==> config.mk <==
export PLATFORM = sky130hd
export DESIGN_NAME = antilog_base2_16bit_flat
export DESIGN_NICKNAME = d
export VERILOG_FILES = /design/src/rtl/exp2_pkg.sv /design/src/rtl/antilog_base2_16bit_if.sv /design/src/rtl/shift_add_mul_17.sv /design/src/rtl/antilog_base2_16bit.sv /design/src/flat_wrapper.sv
export SDC_FILE = /design/constraint.sdc
export NUM_CORES = 1
export LEC_CHECK = 0
export BUFFER_PORTS_ARGS = -buffer_cell sky130_fd_sc_hd__buf_2
export CORE_ASPECT_RATIO = 1.5
export CORE_MARGIN = 1.5
export CORE_UTILIZATION = 40
export DETAILED_ROUTE_END_ITERATION = 16
export PLACE_DENSITY = 0.58
export REMOVE_ABC_BUFFERS = 1
export SLEW_MARGIN = 40
export SYNTH_ARGS = -nofsm -noshare
export SYNTH_HDL_FRONTEND = slang
export SYNTH_SLANG_ARGS = --single-unit
==> constraint.sdc <==
create_clock -name clk_i -period 6.2 [get_ports clk_i]
set_input_delay 1.24 -clock clk_i [delete_from_list [all_inputs] [get_ports clk_i]]
set_output_delay 1.24 -clock clk_i [all_outputs]
set_load 0.02 [all_outputs]
==> src/rtl/exp2_pkg.sv <==
// -----------------------------------------------------------------------------
// exp2_pkg
// Shared definitions for the base-2 antilogarithm datapath:
//   - FSM state encoding
//   - default fraction / integer exponent widths
//   - C[k] = 2^(2^-k) as 17-bit Q1.16, rounded to nearest, for k = 1..16
// -----------------------------------------------------------------------------
package exp2_pkg;

   localparam int FRAC_W = 16;
   localparam int INT_W  = 4;
   localparam int ACC_W  = FRAC_W + 1;   // Q1.16 accumulator
   localparam int RES_W  = 32;           // Q16.16 result

   typedef enum logic [2:0] {
      S_IDLE,
      S_SCAN,
      S_MUL,
      S_SHIFT,
      S_DONE
   } state_e;

   // C[k] multiplies the accumulator when fraction bit (16-k) is set.
   localparam logic [ACC_W-1:0] C [1:16] = '{
      17'h16A0A, 17'h13070, 17'h1172C, 17'h10B56,
      17'h1059B, 17'h102CA, 17'h10164, 17'h100B2,
      17'h10059, 17'h1002C, 17'h10016, 17'h1000B,
      17'h10006, 17'h10003, 17'h10001, 17'h10001
   };

endpackage

==> src/rtl/antilog_base2_16bit_if.sv <==
// -----------------------------------------------------------------------------
// antilog_base2_16bit_if
// Request/response bundle of the antilog engine.
//   start_i      request pulse (sampled only while the engine is idle)
//   ynguyen_i    integer part n of the exponent
//   ythapphan_i  fraction f, bit 15 = 2^-1 ... bit 0 = 2^-16
//   busy_o       engine is not idle
//   done_o       one-cycle pulse, result_o just became valid
//   result_o     2^(n+f), unsigned Q16.16, held until the next completion
// Modports: master = requester, slave = engine.
// -----------------------------------------------------------------------------
interface antilog_base2_16bit_if #(
   parameter int FRAC_W = exp2_pkg::FRAC_W,
   parameter int INT_W  = exp2_pkg::INT_W
);
   import exp2_pkg::*;

   logic                start_i;
   logic [INT_W-1:0]    ynguyen_i;
   logic [FRAC_W-1:0]   ythapphan_i;
   logic                busy_o;
   logic                done_o;
   logic [RES_W-1:0]    result_o;

   modport master (
      output start_i, ynguyen_i, ythapphan_i,
      input  busy_o, done_o, result_o
   );

   modport slave (
      input  start_i, ynguyen_i, ythapphan_i,
      output busy_o, done_o, result_o
   );

endinterface

==> src/rtl/shift_add_mul_17.sv <==
// -----------------------------------------------------------------------------
// shift_add_mul_17
// 17x17 unsigned shift-add multiplier, one multiplier bit per cycle.
//   clk_i      clock
//   rst_i      asynchronous active-low reset, clears all state
//   start_i    launch a multiply with a_i * b_i (ignored while running)
//   a_i, b_i   17-bit operands
//   done_o     high for one cycle when product_o is valid, exactly 17 cycles
//              after the launching edge's following cycle count
//   product_o  34-bit product
// Bit 0 of b_i is consumed on the launching edge, bits 1..16 on the next 16
// edges, so done_o is high in the 17th cycle after launch.
// -----------------------------------------------------------------------------
module shift_add_mul_17 (
   input  logic        clk_i,
   input  logic        rst_i,
   input  logic        start_i,
   input  logic [16:0] a_i,
   input  logic [16:0] b_i,
   output logic        done_o,
   output logic [33:0] product_o
);

   logic [33:0] prod_q, prod_d;
   logic [33:0] mcand_q, mcand_d;
   logic [16:0] mplier_q, mplier_d;
   logic [4:0]  cnt_q, cnt_d;
   logic        run_q, run_d;

   assign done_o    = run_q && (cnt_q == 5'd17);
   assign product_o = prod_q;

   always_comb begin
      // NOTE: every next-state signal gets a default first so no latch is inferred.
      prod_d   = prod_q;
      mcand_d  = mcand_q;
      mplier_d = mplier_q;
      cnt_d    = cnt_q;
      run_d    = run_q;
      if (start_i && !run_q) begin
         prod_d   = b_i[0] ? {17'b0, a_i} : 34'b0;
         mcand_d  = {16'b0, a_i, 1'b0};
         mplier_d = b_i >> 1;
         cnt_d    = 5'd1;
         run_d    = 1'b1;
      end else if (run_q) begin
         if (cnt_q == 5'd17) begin
            run_d = 1'b0;
         end else begin
            if (mplier_q[0]) begin
               prod_d = prod_q + mcand_q;
            end
            mcand_d  = mcand_q << 1;
            mplier_d = mplier_q >> 1;
            cnt_d    = cnt_q + 5'd1;
         end
      end
   end

   always_ff @(posedge clk_i or negedge rst_i) begin
      if (!rst_i) begin
         // NOTE: non-blocking assignments so every register takes its new value at the same edge.
         prod_q   <= '0;
         mcand_q  <= '0;
         mplier_q <= '0;
         cnt_q    <= '0;
         run_q    <= 1'b0;
      end else begin
         prod_q   <= prod_d;
         mcand_q  <= mcand_d;
         mplier_q <= mplier_d;
         cnt_q    <= cnt_d;
         run_q    <= run_d;
      end
   end

endmodule

==> src/rtl/antilog_base2_16bit.sv <==
// -----------------------------------------------------------------------------
// antilog_base2_16bit
// Iterative 2^(n+f): the fraction is expanded as a product of C[k] = 2^(2^-k)
// over its set bits (MSB first), then the integer part is a left shift.
//   clk_i   clock
//   rst_i   asynchronous active-low reset
//   bus_if  request/response bundle (slave side), see antilog_base2_16bit_if
// Latency from the accepting edge to done_o: 18 + 17 * popcount(f) cycles.
// -----------------------------------------------------------------------------
module antilog_base2_16bit #(
   parameter int FRAC_W = exp2_pkg::FRAC_W,
   parameter int INT_W  = exp2_pkg::INT_W
) (
   input  logic                  clk_i,
   input  logic                  rst_i,
   antilog_base2_16bit_if.slave  bus_if
);
   import exp2_pkg::*;

   localparam int AW = FRAC_W + 1;
   localparam int KW = $clog2(FRAC_W + 2);
   localparam logic [KW-1:0] K_LAST  = KW'(FRAC_W + 1);
   localparam logic [AW-1:0] ACC_ONE = AW'(1) << FRAC_W;

   state_e              state_q, state_d;
   logic [INT_W-1:0]    n_q, n_d;
   logic [FRAC_W-1:0]   f_q, f_d;     // shifted left as k advances; MSB is bit (16-k)
   logic [AW-1:0]       acc_q, acc_d;
   logic [KW-1:0]       k_q, k_d;
   logic [RES_W-1:0]    result_q, result_d;

   logic                mul_start;
   logic                mul_done;
   logic [2*AW-1:0]     mul_prod;
   logic                unused_prod_bits;

   shift_add_mul_17 u_mul (
      .clk_i     (clk_i),
      .rst_i     (rst_i),
      .start_i   (mul_start),
      .a_i       (acc_q),
      .b_i       (C[k_q]),
      .done_o    (mul_done),
      .product_o (mul_prod)
   );

   // acc * C stays below 2.0, so the top bit and the truncated LSBs are dropped.
   assign unused_prod_bits = ^{mul_prod[2*AW-1], mul_prod[FRAC_W-1:0]};

   always_comb begin
      state_d   = state_q;
      n_d       = n_q;
      f_d       = f_q;
      acc_d     = acc_q;
      k_d       = k_q;
      result_d  = result_q;
      mul_start = 1'b0;
      unique case (state_q)
         S_IDLE: begin
            if (bus_if.start_i) begin
               n_d     = bus_if.ynguyen_i;
               f_d     = bus_if.ythapphan_i;
               acc_d   = ACC_ONE;
               k_d     = KW'(1);
               state_d = S_SCAN;
            end
         end
         S_SCAN: begin
            if (k_q == K_LAST) begin
               state_d = S_SHIFT;
            end else if (f_q[FRAC_W-1]) begin
               mul_start = 1'b1;
               state_d   = S_MUL;
            end else begin
               k_d = k_q + KW'(1);
               f_d = f_q << 1;
            end
         end
         S_MUL: begin
            if (mul_done) begin
               acc_d   = mul_prod[2*FRAC_W:FRAC_W];
               k_d     = k_q + KW'(1);
               f_d     = f_q << 1;
               state_d = S_SCAN;
            end
         end
         S_SHIFT: begin
            result_d = {{(RES_W-AW){1'b0}}, acc_q} << n_q;
            state_d  = S_DONE;
         end
         S_DONE: begin
            state_d = S_IDLE;
         end
         default: begin
            state_d = S_IDLE;
         end
      endcase
   end

   always_ff @(posedge clk_i or negedge rst_i) begin
      if (!rst_i) begin
         state_q  <= S_IDLE;
         n_q      <= '0;
         f_q      <= '0;
         acc_q    <= '0;
         k_q      <= '0;
         result_q <= '0;
      end else begin
         state_q  <= state_d;
         n_q      <= n_d;
         f_q      <= f_d;
         acc_q    <= acc_d;
         k_q      <= k_d;
         result_q <= result_d;
      end
   end

   assign bus_if.busy_o   = (state_q != S_IDLE);
   assign bus_if.done_o   = (state_q == S_DONE);
   assign bus_if.result_o = result_q;

endmodule

==> src/flat_wrapper.sv <==
// flat-port wrapper written by rule: the top's interface ports become plain ports
module antilog_base2_16bit_flat import exp2_pkg::*;
#(
   parameter int FRAC_W = exp2_pkg::FRAC_W,
   parameter int INT_W  = exp2_pkg::INT_W
)
  (clk_i, rst_i, bus_if_start_i, bus_if_ynguyen_i, bus_if_ythapphan_i, bus_if_busy_o, bus_if_done_o, bus_if_result_o);
  antilog_base2_16bit_if #(.FRAC_W(FRAC_W), .INT_W(INT_W)) bus_if_i ();
  input  logic clk_i;
  input  logic rst_i;
  input wire logic [$bits(bus_if_i.start_i)-1:0] bus_if_start_i;
  input wire logic [$bits(bus_if_i.ynguyen_i)-1:0] bus_if_ynguyen_i;
  input wire logic [$bits(bus_if_i.ythapphan_i)-1:0] bus_if_ythapphan_i;
  output wire logic [$bits(bus_if_i.busy_o)-1:0] bus_if_busy_o;
  output wire logic [$bits(bus_if_i.done_o)-1:0] bus_if_done_o;
  output wire logic [$bits(bus_if_i.result_o)-1:0] bus_if_result_o;
  assign bus_if_i.start_i = bus_if_start_i;
  assign bus_if_i.ynguyen_i = bus_if_ynguyen_i;
  assign bus_if_i.ythapphan_i = bus_if_ythapphan_i;
  assign bus_if_busy_o = bus_if_i.busy_o;
  assign bus_if_done_o = bus_if_i.done_o;
  assign bus_if_result_o = bus_if_i.result_o;
  antilog_base2_16bit #(.FRAC_W(FRAC_W), .INT_W(INT_W)) u_core (.clk_i(clk_i), .rst_i(rst_i), .bus_if(bus_if_i));
endmodule
==> impl_metrics.tcl, run 1 <==
set metrics [dict create \
    outcome "finished clean" \
    layoutNonFillerInstCount 1423 \
    dieHeight_um 191 \
    yosys.area.top_type "dfrtp_1" \
    setup_viol_count_final 0 \
    grt_pass1_wl_mm 40.6 \
    die_area_um2 24600 \
    gp_congestion 0.894 \
    synth_cell_types 64 \
    cp.required_ps 6510 \
    ys_seq_elements 163 \
    ys_warn_count 0 \
    hpwl_mm 17.3 \
    fin_tns_setup_ps 0 \
    grt_util_all_layers_pct 21.2 \
    numClockSinks 163 \
    drt_wl_total_mm 24.6 \
    drv_slew 0 \
    arrival_ps 3350 \
    portBuffers 56 \
    antenna_cells 0 \
    slew_headroom_pct 44.1 \
    clock-root-buffer "clkbuf_16" \
    final_area_um2 10600 \
    numCtsBuffers 17 \
    tightest_slew_ps 839 \
    first_global_vias 7908 \
    cp-end-kind "flip-flop" \
    netlist_area_um2 9470 \
    coreArea_um2 23100 \
    place_inst 1391 \
    synth-xor-area-share_pct 2.87 \
    antenna_found_initial 1 \
    initial_utilization_pct 40.9 \
    avgSynthCellArea_um2 8.77 \
    critical_path_class "flip-flop to flip-flop" \
    placed_area_um2 10000 \
    synth_edf_count 0 \
    drc 0 \
    post_cts_resized 0 \
    leakage_nw 4.89 \
    period_share_pct 49.0 \
    synth_seq_area_share_pct 43.1 \
    hold_class "flip-flop to flip-flop" \
    hold_viol 0 \
    fp.dieW_um 129 \
    synth_fa_ha_area_share_pct 5.50 \
    layout_setup_ws_ps 3160 \
    synth_compound_area_share_pct 21.7 \
    h-tree-depth 4 \
    final_nets 1159 \
    fmax_ghz 0.329 \
    num_rows 68 \
    drtAntennaViolNets 0 \
    drt-initial-drc-count 423 \
    maxCapViolations 0 \
    async_flop_share_pct 100 \
    post_cts_buffers 0 \
    synth.top_cell.area_share_pct 43.1 \
    dr.pass1.iters 5 \
    vdd_drop_max_uv 287 \
    ios 57 \
    vias_per_cell 5.48 \
    synth_top_family_by_area "compound AO/OA/AOI/OAI gates" \
    wl_per_cell_um 17.3 \
    fin_skew_ps 8.09 \
    holdBufCountCts 0 \
    grt_max_degree 80 \
    synth_top_flop_cell "dfrtp_1" \
    clk_pin_slew_ps 60 \
    overflow 0 \
    rsz0062_at_grt "false" \
    min_period_ps 3040 \
    synth_mux_area_share_pct 6.20 \
    via_count 7802 \
    yosys.area_share.simple_pct 17.1 \
    p_per_area_nw_per_um2 526 \
    yosys-top-cells-area "dfrtp_1 (43%), nand2_1 (7.7%), ha_1 (5.3%)" \
    syn_inst 1080 \
    worstPathMaxFanout 3 \
    syn_to_final_growth_pct 11.9 \
    clock_path_buffers 2 \
    start_kind "flip-flop" \
    clkLatencyLatePin_ps 440 \
    cts_tree "done" \
    fillers 2375 \
    pre_cts_slack_ps 3150 \
    layout-drive-gt1-share_pct 11.9 \
]
## power breakdown
part / switching [W] / internal, W / leakage [nW]
Combinational: 0.00161 / 0.00101 / 2.50
Clock: 0.000437 / 0.000653 / 0.287
Sequential: 0.000399 / 0.00146 / 2.10
Total: 0.00244 / 0.00312 / 4.89
## layout make-up
class                      count  area [um^2]  area share [%]
sequential                   163         4080            38.5
clock inverter                 9          129            1.22
tap                          315          394            3.72
inverter                      18         67.6           0.638
timing repair buffer          69          387            3.65
clock buffer                  23          468            4.42
multi-input combinational    826         5070            47.9
## cell usage after synthesis (17+ instances only)
cell type  instances
nand2_1          194
dfrtp_1          163
a21oi_1           98
nor2_1            96
o21ai_0           93
clkbuf_1          57
ha_1              40
a22oi_1           32
mux2i_1           26
a21o_1            22
inv_1             17
xor2_1            17
## state kept, by name, indices dropped and copies added (netlist names), 5 cells and up
name                    cells
u_core.bus_if.result_o     32
u_core.u_mul.mcand_q       32
u_core.u_mul.product_o     32
u_core.acc_q               17
u_core.f_q                 16
u_core.u_mul.mplier_q      16
u_core.k_q                  5
u_core.u_mul.cnt_q          5
## metal layers
layer  vias to the layer above  track usage [%]  routed length, um
met5                         -                0                  0
met4                         0             8.86                742
met3                        39             3.19                726
met2                       149             39.1              12900
met1                      3765             24.1              10300
li1                       3849                -                  -
## placed cells by master (no fill, tap or decap), drive strengths merged, types with 12 or more instances in the layout
cell / instances
buf: 68
a21oi: 99
a22oi: 32
o21ai: 101
xnor2: 14
dfrtp: 163
inv: 17
mux2: 13
xor2: 17
nand4: 12
nand2: 194
nor2: 96
ha: 40
clkbuf: 24
mux2i: 26
a21o: 22
nand3: 13
a211oi: 13
## metrics by stage
step / total power, W / utilization, % / hold slack (ps)
2_1_floorplan: 0.00371 / - / 451
3_3_place_gp: 0.00446 / 43.2 / 456
3_5_place_dp: 0.00449 / 43.2 / 463
4_1_cts: 0.00560 / 45.8 / 477
5_1_grt: 0.00602 / 45.8 / 500
6_report: 0.00557 / 45.8 / 470
## path summary, 6_finish.rpt
| check | from | end | cells past startpoint | slack, ps |
|---|---|---|---|---|
| max | u_core.u_mul.mcand_q[1] | u_core.u_mul.product_o[27] | 10 | 3160 |
| min in group asynchronous | rst_i | u_core.u_mul.product_o[26] | 1 | 850 |
| max reg2reg | u_core.u_mul.mcand_q[1] | u_core.u_mul.product_o[27] | 10 | 3160 |
| min | u_core.bus_if.result_o[16] | u_core.bus_if.result_o[16] | 2 | 470 |
| min reg2reg | u_core.bus_if.result_o[16] | u_core.bus_if.result_o[16] | 2 | 470 |
| max in group asynchronous | rst_i | u_core.n_q[0] | 2 | 4210 |
## kinds of logic after synthesis
family | Yosys count
AND/OR/NAND/NOR | 373
AO/OA/AOI/OAI | 334
flip-flops | 163
buffers and inverters | 91
multiplexers | 47
adder cells (fa/ha/maj) | 41
XOR/XNOR | 31
## worst max-delay path, cell delays in order, from the launching register on
cell,delay [ps]
dfrtp_1,400
ha_1,240
fa_1,430
a211o_1,330
a21o_1,210
a211oi_1,440
o31a_1,270
o31a_1,260
o21ai_1,110
xnor2_1,140
o21ai_1,70
No activity file was read; power rests on OpenSTA's default activity.
==> run 2, diff against run 1 <==
- ABC_AREA: not set -> 1
- clock period: 6.2 -> 2.8 ns (I/O delays scaled with it)
==> run 2 against run 1 <==
  * Routed wire length rose by 17%
  * Sequential share of layout area fell by 2.3 points
  * Sequential cell count did not move
  * Synthesized cell count rose by 32%
  * First-iteration DRC count rose by 13%
  * Clock skew rose by 10 ps
  * Via count rose by 19%
  * Clock power rose by 110%
  * Setup slack got worse by 2700 ps
  * Power fell by 15%
  * Cell count rose by 27%
  * Cell area rose by 6.4%
  * Largest cell class unchanged
  * Highest routed layer unchanged
==> impl_metrics.tcl, run 2 <==
set metrics [dict create \
    initial_utilization_pct 41.0 \
    power_frac_comb_pct 1.5 \
    cp_top_family "simple AND/OR/NAND/NOR gates" \
    netlist_area_um2 10100 \
    setup_viol_count_final 0 \
    start_kind "flip-flop" \
    clock-root-buffer "clkbuf_16" \
    coreArea_um2 24500 \
    cp.required_ps 3110 \
    drtAntennaViolNets 0 \
    reg2reg_from "u_core.k_q[1]" \
    final_nets 1532 \
    min_period_ps 2370 \
    maxCapViolations 0 \
    hold_viol 0 \
    async_flop_share_pct 100 \
    cts_tree "done" \
    hpwl_mm 22.0 \
    syn_to_final_growth_pct 12.1 \
    cp_common_cell "nand2_1" \
    synth_edf_count 0 \
    drt-initial-drc-count 478 \
    drv_slew 0 \
    die_area_um2 26100 \
    tightest_slew_ps 603 \
    vias_per_cell 5.12 \
    yosys-top-cells-area "dfrtp_1 (41%), nand2_1 (18%), inv_1 (7.5%)" \
    holdBufCountCts 0 \
    ys_seq_elements 163 \
    numCtsBuffers 17 \
    leakage_nw 6.11 \
    syn_inst 1423 \
    numClockSinks 163 \
    final_area_um2 11300 \
    critical_path_class "flip-flop to flip-flop" \
    vdd_drop_max_uv 442 \
    clkLatencyLatePin_ps 440 \
    grt_pass1_wl_mm 47.6 \
    clock_path_buffers 2 \
    clkPwrFrac_pct 48.7 \
    final_cell_mix "nand2_1 (480), inv_1 (200), dfrtp_1 (162)" \
    synth_common_cells "nand2_1 (480), inv_1 (200), dfrtp_1 (163), nor2_1 (103), o21ai_0 (101)" \
    cp-end-kind "flip-flop" \
    h-tree-depth 4 \
    grt_max_degree 52 \
    startpoint "u_core.k_q[1]" \
    dr.pass1.iters 5 \
    overflow 0 \
    gp_congestion 0.877 \
    fp.dieW_um 132 \
    cp_cell_sequence "inv_1 > ha_1 > nand2_1 > nor3_4 > nor2_1 > nand2_1 > nand2_2 > inv_2 > buf_4 > a22oi_1" \
    drc 0 \
    avgSynthCellArea_um2 7.07 \
    grt_util_all_layers_pct 23.2 \
    synth.top_cell.area_share_pct 40.6 \
    num_rows 70 \
    p_sw_w 0.00109 \
    power_frac_seq_pct 49.7 \
    hold_class "input pin to asynchronous set/reset pin" \
    fmax_ghz 0.422 \
    antenna_found_initial 0 \
    wl_per_cell_um 15.9 \
    ys_warn_count 0 \
    dieHeight_um 197 \
    outcome "finished clean" \
    p_per_area_nw_per_um2 420 \
    layout-drive-gt1-share_pct 9.12 \
    drt_wl_total_mm 28.8 \
    synth.most_common_cell "nand2_1" \
    path_buf_inv 3 \
    ios 57 \
    slowest_stage "dfrtp_1" \
    arrival_ps 2680 \
    period_share_pct 84.6 \
    max_stage_delay_ps 450 \
    synth_cell_types 43 \
    antenna_cells 0 \
    post_cts_buffers 0 \
    post_cts_resized 0 \
    synth_seq_area_share_pct 40.6 \
    switching_share_pct 23.0 \
    rsz0062_at_grt "false" \
    fin_tns_setup_ps 0 \
    final_common_cell "nand2_1" \
    placed_area_um2 10700 \
    fin_skew_ps 18.4 \
    synth_top_flop_cell "dfrtp_1" \
    worstPathMaxFanout 18 \
    clk_pin_slew_ps 80 \
    via_count 9248 \
    portBuffers 56 \
    yosys.area.top_type "dfrtp_1" \
    slew_headroom_pct 59.8 \
    first_global_vias 9137 \
    power.internal_w 0.00364 \
]
## run 2: cell types whose count changed after synthesis, sizes merged, moves of 13 or more
cell / previous run / this run
nand2: 194 / 485
a21o: 22 / 1
mux2i: 26 / 1
mux2: 13 / 0
xnor2: 14 / 1
clkbuf: 57 / 20
inv: 17 / 207
a21oi: 99 / 58
o211ai: 2 / 17
o221ai: 0 / 16
buf: 16 / 30
nand3: 13 / 71
## run 2: power groups by stage
stage / logic (W) / clock network [W] / registers, W
after global routing: 0.0000834 / 0.00245 / 0.00235
after floorplan: 0.000000254 / 0 / 0.00240
after global placement: 0.0000763 / 0 / 0.00240
after CTS: 0.0000766 / 0.00236 / 0.00235
final: 0.0000721 / 0.00231 / 0.00235
after detailed placement: 0.0000766 / 0 / 0.00240
## run 2: kinds of logic after synthesis
kind of cell / count (synthesis) / share of synthesized area [%]
compound gates: 259 / 15.4
xor+xnor: 6 / 0.522
fa+ha+maj: 41 / 5.17
buf+inv: 259 / 10.2
flops: 163 / 40.6
mux: 1 / 0.0995
simple gates: 694 / 28.1
## run 2: layout make-up
cell class,instances,area [um^2]
Inverter,209,785
Fill cell,2533,13300
Clock inverter,12,121
Tap cell,324,405
Multi-Input combinational cell,1001,4960
Clock buffer,20,447
Sequential cell,163,4080
Timing Repair Buffer,76,474
## run 2: worst paths after layout
path	endpoint	slack, ps	depth (start not counted)
max	u_core.u_mul.mplier_q[0]	430	10
min	u_core.u_mul.product_o[25]	50	1
max reg2reg	u_core.u_mul.mplier_q[0]	430	10
min reg2reg	u_core.bus_if.result_o[2]	480	2
max in group asynchronous	u_core.u_mul.product_o[13]	2000	2
min in group clk_i	u_core.f_q[0]	370	3
## run 2: per-layer routing
layer | global-route usage (%) | part of all wire [%]
met1 | 26.6 | 41
met4 | 12.1 | 4.9
met2 | 41.9 | 52
met5 | 0 | 0
met3 | 3.21 | 2.5
## run 2: through the flow
step           setup WS [ps]  hold slack, ps  instances  utilization (%)  power [W]
2_1_floorplan           10.9             264       1373                -    0.00240
4_1_cts                  416            53.7       1805             46.0    0.00479
5_1_grt                  195            72.4       1805             46.0    0.00488
3_3_place_gp             502             456       1773             43.6    0.00247
6_report                 430            50.8       1805             46.0    0.00473
3_5_place_dp             436             469       1773             43.6    0.00248
## run 2: worst register-to-register path, delay by kind of cell, from the launching register on
kind	cells	cell delay (ps)
simple gates	5	780
fa+ha+maj	1	230
buf+inv	3	670
compound gates	1	110
flops	1	450
